--- config.mk ---
export PLATFORM = sky130hd
export DESIGN_NAME = alu_cmd_seq_flat
export DESIGN_NICKNAME = d
export VERILOG_FILES = /design/src/rtl/alu_cmd_seq_if.sv /design/src/rtl/alu_cmd_seq.sv /design/src/flat_wrapper.sv
export SDC_FILE = /design/constraint.sdc
export NUM_CORES = 1
export LEC_CHECK = 0
export CORE_UTILIZATION = 41
export CTS_CLUSTER_DIAMETER = 30
export DETAILED_ROUTE_END_ITERATION = 7
export PLACE_DENSITY = 0.81
export SLEW_MARGIN = 20
export SYNTH_ARGS = -nofsm -noshare
export SYNTH_HDL_FRONTEND = slang
export SYNTH_SLANG_ARGS = --single-unit
export TNS_END_PERCENT = 10
--- constraint.sdc ---
create_clock -name clk -period 1.8 [get_ports clk]
set_input_delay 0.54 -clock clk [delete_from_list [all_inputs] [get_ports clk]]
set_output_delay 0.54 -clock clk [all_outputs]
set_load 0.005 [all_outputs]
--- src/rtl/alu_cmd_seq_if.sv ---
// Request/response handshake bundle for alu_cmd_seq.
// slave = sequencer side, master = command issuer side.
interface alu_cmd_seq_if;
    logic        req_valid;
    logic        req_ready;
    logic [2:0]  req_cmd;
    logic [31:0] req_a;
    logic [31:0] req_b;
    logic        rsp_valid;
    logic        rsp_ready;
    logic [31:0] rsp_data;
    logic        rsp_cout;
    logic        rsp_err;

    modport slave (
        input  req_valid, req_cmd, req_a, req_b, rsp_ready,
        output req_ready, rsp_valid, rsp_data, rsp_cout, rsp_err
    );

    modport master (
        output req_valid, req_cmd, req_a, req_b, rsp_ready,
        input  req_ready, rsp_valid, rsp_data, rsp_cout, rsp_err
    );
endinterface

--- src/rtl/alu_cmd_seq.sv ---
// Command sequencer driving an external combinational 32-bit ALU (IDLE -> EXEC -> RESP).
// Define ALU_CMD_SEQ_SLT_EN to enable SLT (cmd 111); otherwise cmd 111 is reported illegal.
module alu_cmd_seq (
    input  logic          clk,
    input  logic          rst_n,
    alu_cmd_seq_if.slave  bus,
    output logic [1:0]    alu_op,
    output logic          alu_binvert,
    output logic          alu_cin,
    output logic [31:0]   alu_in1,
    output logic [31:0]   alu_in2,
    input  logic [31:0]   alu_ans,
    input  logic          alu_cout,
    output logic [15:0]   ops_done
);
    localparam logic [2:0] CMD_AND = 3'b000;
    localparam logic [2:0] CMD_OR  = 3'b001;
    localparam logic [2:0] CMD_ADD = 3'b010;
    localparam logic [2:0] CMD_SUB = 3'b110;
`ifdef ALU_CMD_SEQ_SLT_EN
    localparam logic [2:0] CMD_SLT = 3'b111;
`endif

    localparam logic [1:0] OP_AND = 2'b00;
    localparam logic [1:0] OP_OR  = 2'b01;
    localparam logic [1:0] OP_ADD = 2'b10;

    typedef enum logic [1:0] {
        IDLE = 2'd0,
        EXEC = 2'd1,
        RESP = 2'd2
    } state_t;

    state_t      state;
    state_t      state_nxt;
    logic        req_ready_c;
    logic        rsp_valid_c;
    logic        accept;
    logic        cmd_legal;
    logic [1:0]  dec_op;
    logic        dec_inv;
    logic [31:0] exec_data;
    logic [31:0] rsp_data_q;
    logic        rsp_cout_q;
    logic        rsp_err_q;

    // NOTE: every always_comb output gets a default first, so no path can infer a latch.
    always_comb begin
        cmd_legal = 1'b0;
        dec_op    = OP_AND;
        dec_inv   = 1'b0;
        case (bus.req_cmd)
            CMD_AND: cmd_legal = 1'b1;
            CMD_OR: begin
                cmd_legal = 1'b1;
                dec_op    = OP_OR;
            end
            CMD_ADD: begin
                cmd_legal = 1'b1;
                dec_op    = OP_ADD;
            end
            CMD_SUB: begin
                cmd_legal = 1'b1;
                dec_op    = OP_ADD;
                dec_inv   = 1'b1;
            end
`ifdef ALU_CMD_SEQ_SLT_EN
            CMD_SLT: begin
                cmd_legal = 1'b1;
                dec_op    = OP_ADD;
                dec_inv   = 1'b1;
            end
`endif
            default: ;
        endcase
    end

    assign accept = bus.req_valid && req_ready_c;

    // NOTE: state is updated with non-blocking assignments so all registers sample the same pre-edge values.
    always_ff @(posedge clk or negedge rst_n) begin
        if (!rst_n) state <= IDLE;
        else        state <= state_nxt;
    end

    always_comb begin
        state_nxt = state;
        case (state)
            IDLE:    if (bus.req_valid) state_nxt = cmd_legal ? EXEC : RESP;
            EXEC:    state_nxt = RESP;
            RESP:    if (bus.rsp_ready) state_nxt = IDLE;
            default: state_nxt = IDLE;
        endcase
    end

    always_comb begin
        req_ready_c = (state == IDLE);
        rsp_valid_c = (state == RESP);
    end

    // ALU drive holds between commands; illegal commands leave it untouched.
    always_ff @(posedge clk or negedge rst_n) begin
        if (!rst_n) begin
            alu_op      <= OP_AND;
            alu_binvert <= 1'b0;
            alu_cin     <= 1'b0;
            alu_in1     <= '0;
            alu_in2     <= '0;
        end else if (accept && cmd_legal) begin
            alu_op      <= dec_op;
            alu_binvert <= dec_inv;
            alu_cin     <= dec_inv;
            alu_in1     <= bus.req_a;
            alu_in2     <= bus.req_b;
        end
    end

`ifdef ALU_CMD_SEQ_SLT_EN
    logic slt_q;
    logic slt_ovf;

    always_ff @(posedge clk or negedge rst_n) begin
        if (!rst_n)                  slt_q <= 1'b0;
        else if (accept && cmd_legal) slt_q <= (bus.req_cmd == CMD_SLT);
    end

    // Signed less-than: the sign of in1 - in2, corrected when the subtraction overflowed.
    assign slt_ovf   = (alu_in1[31] != alu_in2[31]) && (alu_ans[31] != alu_in1[31]);
    assign exec_data = slt_q ? {31'b0, alu_ans[31] ^ slt_ovf} : alu_ans;
`else
    assign exec_data = alu_ans;
`endif

    always_ff @(posedge clk or negedge rst_n) begin
        if (!rst_n) begin
            rsp_data_q <= '0;
            rsp_cout_q <= 1'b0;
            rsp_err_q  <= 1'b0;
        end else if (state == EXEC) begin
            rsp_data_q <= exec_data;
            rsp_cout_q <= alu_cout;
            rsp_err_q  <= 1'b0;
        end else if (accept && !cmd_legal) begin
            rsp_data_q <= '0;
            rsp_cout_q <= 1'b0;
            rsp_err_q  <= 1'b1;
        end
    end

    always_ff @(posedge clk or negedge rst_n) begin
        if (!rst_n)                               ops_done <= '0;
        else if (rsp_valid_c && bus.rsp_ready)    ops_done <= ops_done + 16'd1;
    end

    assign bus.req_ready = req_ready_c;
    assign bus.rsp_valid = rsp_valid_c;
    assign bus.rsp_data  = rsp_data_q;
    assign bus.rsp_cout  = rsp_cout_q;
    assign bus.rsp_err   = rsp_err_q;
endmodule

--- src/flat_wrapper.sv ---
// flat-port wrapper written by rule: the top's interface ports become plain ports
module alu_cmd_seq_flat 
  (clk, rst_n, alu_op, alu_binvert, alu_cin, alu_in1, alu_in2, alu_ans, alu_cout, ops_done, bus_req_valid, bus_req_cmd, bus_req_a, bus_req_b, bus_rsp_ready, bus_req_ready, bus_rsp_valid, bus_rsp_data, bus_rsp_cout, bus_rsp_err);
  alu_cmd_seq_if bus_i ();
  input  logic clk;
  input  logic rst_n;
  output logic [1:0] alu_op;
  output logic alu_binvert;
  output logic alu_cin;
  output logic [31:0] alu_in1;
  output logic [31:0] alu_in2;
  input  logic [31:0] alu_ans;
  input  logic alu_cout;
  output logic [15:0] ops_done;
  input wire logic [$bits(bus_i.req_valid)-1:0] bus_req_valid;
  input wire logic [$bits(bus_i.req_cmd)-1:0] bus_req_cmd;
  input wire logic [$bits(bus_i.req_a)-1:0] bus_req_a;
  input wire logic [$bits(bus_i.req_b)-1:0] bus_req_b;
  input wire logic [$bits(bus_i.rsp_ready)-1:0] bus_rsp_ready;
  output wire logic [$bits(bus_i.req_ready)-1:0] bus_req_ready;
  output wire logic [$bits(bus_i.rsp_valid)-1:0] bus_rsp_valid;
  output wire logic [$bits(bus_i.rsp_data)-1:0] bus_rsp_data;
  output wire logic [$bits(bus_i.rsp_cout)-1:0] bus_rsp_cout;
  output wire logic [$bits(bus_i.rsp_err)-1:0] bus_rsp_err;
  assign bus_i.req_valid = bus_req_valid;
  assign bus_i.req_cmd = bus_req_cmd;
  assign bus_i.req_a = bus_req_a;
  assign bus_i.req_b = bus_req_b;
  assign bus_i.rsp_ready = bus_rsp_ready;
  assign bus_req_ready = bus_i.req_ready;
  assign bus_rsp_valid = bus_i.rsp_valid;
  assign bus_rsp_data = bus_i.rsp_data;
  assign bus_rsp_cout = bus_i.rsp_cout;
  assign bus_rsp_err = bus_i.rsp_err;
  alu_cmd_seq u_core (.clk(clk), .rst_n(rst_n), .bus(bus_i), .alu_op(alu_op), .alu_binvert(alu_binvert), .alu_cin(alu_cin), .alu_in1(alu_in1), .alu_in2(alu_in2), .alu_ans(alu_ans), .alu_cout(alu_cout), .ops_done(ops_done));
endmodule
==> metrics.md <==
| Metric | Value |
|---|---|
| Die area | `12,030 um2` |
| Yosys warnings | `0` |
| Max Freq | `0.5702 GHz` |
| Hold slack | `between 400 and 500 ps` |
| Cell variety after synth | `32` |
| CP Class | `register to output port` |
| Final Hold Vio Count | `0` |
| Mapped Area | `4753 um2` |
| Worst path cell trace | `nor2_2 > clkdlybuf4s15_1` |
| Initial antenna violation count | `0` |
| Port buffer count | `223` |
| Setup violators final | `0` |
| Slew @ Worst Pin | `roughly 360 ps` |
| Number of I/O pins | `224` |
| Average size of a mapped cell | `15.58 um2` |
| Levels on crit path | `2` |
| Max VDD drop | `0.7037 mV` |
| First-pass GRT wire length | `18.71 mm` |
| Final min period | `1754 ps` |
| Syn Inst Count | `between 300 and 400` |
| Setup crit end | `bus_req_ready` |
| Asr flop ratio synth | `100.0%` |
| Crit share post-route | `97.42%` |
| Avg WL per Cell | `17.23 um` |
| Critical path's top delay family | `flip-flops` |
| Number of enable flip-flop cells after synthesis | `0` |
| Pre-CTS WS | `-375.3 ps` |
| Initial Util | `around 43%` |
| ANT nets after route | `0` |
| Post-route insts no fill | `between 700 and 800` |
| Clk_skew | `6.321 ps` |
| Syn_nets | `between 400 and 500` |
| CTS Buf Count | `17` |
| First drt pass iteration count | `4` |
| Row cnt | `38` |
| Status | `finished, final reports clean` |
| Worst-path clk slew | `50 ps` |
| Total Routing Usage GR | `21.31%` |
| Grt total ovfl | `0` |
| Core area | `11,080 um2` |
| Crit Reg-Reg Startpoint | `u_core.ops_done[0]$_DFFE_PN0P_` |
| TritonCTS clock tree | `yes` |
| Routed via count | `~3.5k` |
| Setup WS post-layout | `approximately 46 ps` |
| Gpl congestion | `0.8006` |
| TNS Setup | `0 ps` |
| Crit. End Element | `output port` |
| Data required, critical path | `1260 ps` |
| FF-to-FF setup slack | `180 ps` |
| Min-Delay Path Depth | `1` |
| Crit path arrival time | `1210 ps` |
| Post-DP Area | `7257 um2` |
| Crit. Startpoint | `u_core.state[0]$_DFFE_PN0P_` |
| Post-synthesis register bit count | `roughly 120` |
| Fin. max-slew vios | `0` |
| CP bufs+invs | `1` |
| Worst-path maximum fanout | `5` |
| Leakage | `3.949 nW` |
| Synthesis-to-layout area growth | `62.81%` |
| Placed insts | `670` |
| Max Buffers Root-to-Sink | `2` |
| Worst hold path type | `register to register` |
| Clock insertion delay at the later pin of the skew report | `roughly 400 ps` |
| Vias in the first global route | `3,740` |
| RSZ-0062 raised after global routing | `false` |
| Clk root buf | `clkbuf_16` |
| Clock sink count | `119` |
| Share of layout cells above drive strength 1 | `22.67%` |
| Slew HR | `about three quarters` |
| Worst setup SP type | `register` |
| Final nets | `664` |
| Slowest cell on the critical path | `dfrtp_1` |
| R2r worst-path depth | `7` |
| Via-to-Cell Ratio | `4.928` |
| Largest net degree at the start of global routing | `a little under 60` |
| Worst r2r dst | `u_core.ops_done[10]$_DFFE_PN0P_` |
| Die Height | `109.7 um` |
| PD cells | `1358 nW/um2` |
| Initial DRC Count | `98` |
| Final instance area | `around 7700 um2` |
| DRC viols | `0` |
| Worst path max stage delay | `420 ps` |
| Pwr Total | `10.51 mW` |
| Post-Route WL | `12.22 mm` |
| Sequential share of the synthesized area | `between 60% and 70%` |
| ANT cells | `0` |
| DP HPWL | `8.801 mm` |
| Max cap viols | `0` |
| CTS H-tree depth | `4` |
| Final core occ | `69.86%` |
| Die Width | `about 110 um` |
| Post-synth top flop | `dfrtp_1` |
where the power goes:
group,switching [mW],internal [mW],total [mW]
sequential,0.538,3.61,4.15
clock,1.07,1.90,2.98
combinational,1.17,2.22,3.39
cell usage in the layout (no fill, tap or decap), types with 4 or more instances in the layout:
cell type / synthesis / routed
o21ai_0: 6 / 6
dlymetal6s2s_1: 0 / 4
nand3_1: 6 / 5
nand2_1: 11 / 11
clkdlybuf4s50_1: 0 / 101
buf_4: 1 / 22
xnor2_1: 11 / 11
mux2_4: 49 / 49
buf_12: 0 / 5
clkinv_2: 0 / 4
dlygate4sd2_1: 0 / 115
clkbuf_16: 0 / 17
clkbuf_8: 0 / 5
dfrtp_1: 119 / 116
nor2_1: 8 / 7
xor2_1: 4 / 4
a22o_1: 33 / 33
inv_1: 4 / 4
mux2_2: 15 / 15
cell families after synthesis:
logic type,Yosys count,synth area share [%]
simple gates,42,5.054
compound gates,43,7.318
xor+xnor,15,2.764
buf+inv,20,2.711
fa+ha+maj,1,0.2632
flops,119,62.65
mux,65,19.24
registers in the layout, summed over array words and instances (netlist names):
signal and flops:
u_core.bus.rsp_err 1, u_core.ops_done 16, u_core.alu_binvert 1, u_core.state 2
u_core.alu_op 2, u_core.bus.rsp_cout 1, u_core.bus.rsp_data 32, u_core.alu_in2 32
u_core.alu_in1 32
synth_stat cells, types with 2 or more instances:
master	number	area (um2)
a22o_1	33	289.0
and3_1	3	18.77
buf_2	4	20.02
buf_6	6	67.56
clkbuf_1	5	18.77
dfrtp_1	119	2978
inv_1	4	15.01
mux2_2	15	168.9
mux2_4	49	735.7
nand2_1	11	41.29
nand3_1	6	30.03
nand4_1	3	18.77
nor2_1	8	30.03
nor2b_1	2	12.51
nor3_1	2	10.01
o21ai_0	6	30.03
xnor2_1	11	96.34
xor2_1	4	35.03
cell type report:
| type | instances | area [um2] |
|---|---|---|
| clock inverter | 4 | 20.02 |
| fill | 832 | 3339 |
| inverter | 4 | 15.01 |
| clock buffer | 25 | 505.5 |
| tap | 140 | 175.2 |
| timing repair buffer | 251 | 2370 |
| multi-input combinational | 166 | 1672 |
| sequential | 119 | 2982 |
per-layer routing:
layer | vias up | GRT usage [%] | share of wire, %
li1 | 1591 | - | -
met1 | 1718 | 23.01 | 39
met2 | 159 | 36.48 | 50
met3 | 26 | 8.002 | 8.7
met4 | 0 | 10.95 | 2.2
met5 | - | 0 | 0
worst min-delay path by stage:
stage | end | start
2_1_floorplan | u_core.alu_binvert$_DFFE_PN0P_ | rst_n
3_3_place_gp | u_core.bus.rsp_data[8]$_DFFE_PN0P_ | rst_n
3_5_place_dp | u_core.bus.rsp_data[8]$_DFFE_PN0P_ | rst_n
4_1_cts | u_core.ops_done[15]$_DFFE_PN0P_ | u_core.ops_done[15]$_DFFE_PN0P_
5_1_grt | u_core.ops_done[15]$_DFFE_PN0P_ | u_core.ops_done[15]$_DFFE_PN0P_
6_report | u_core.ops_done[15]$_DFFE_PN0P_ | u_core.ops_done[15]$_DFFE_PN0P_
what timing repair did:
action | in CTS | in global routing
gates cloned | 0 | 0
setup endpoints to repair | 117 | 29
gates resized for setup | 122 | 9
endpoints found under the hold margin | 17 | 0
hold buffers | 1 | 0
buffers inserted | 9 | 0
No activity file was read; power rests on OpenSTA's default activity.
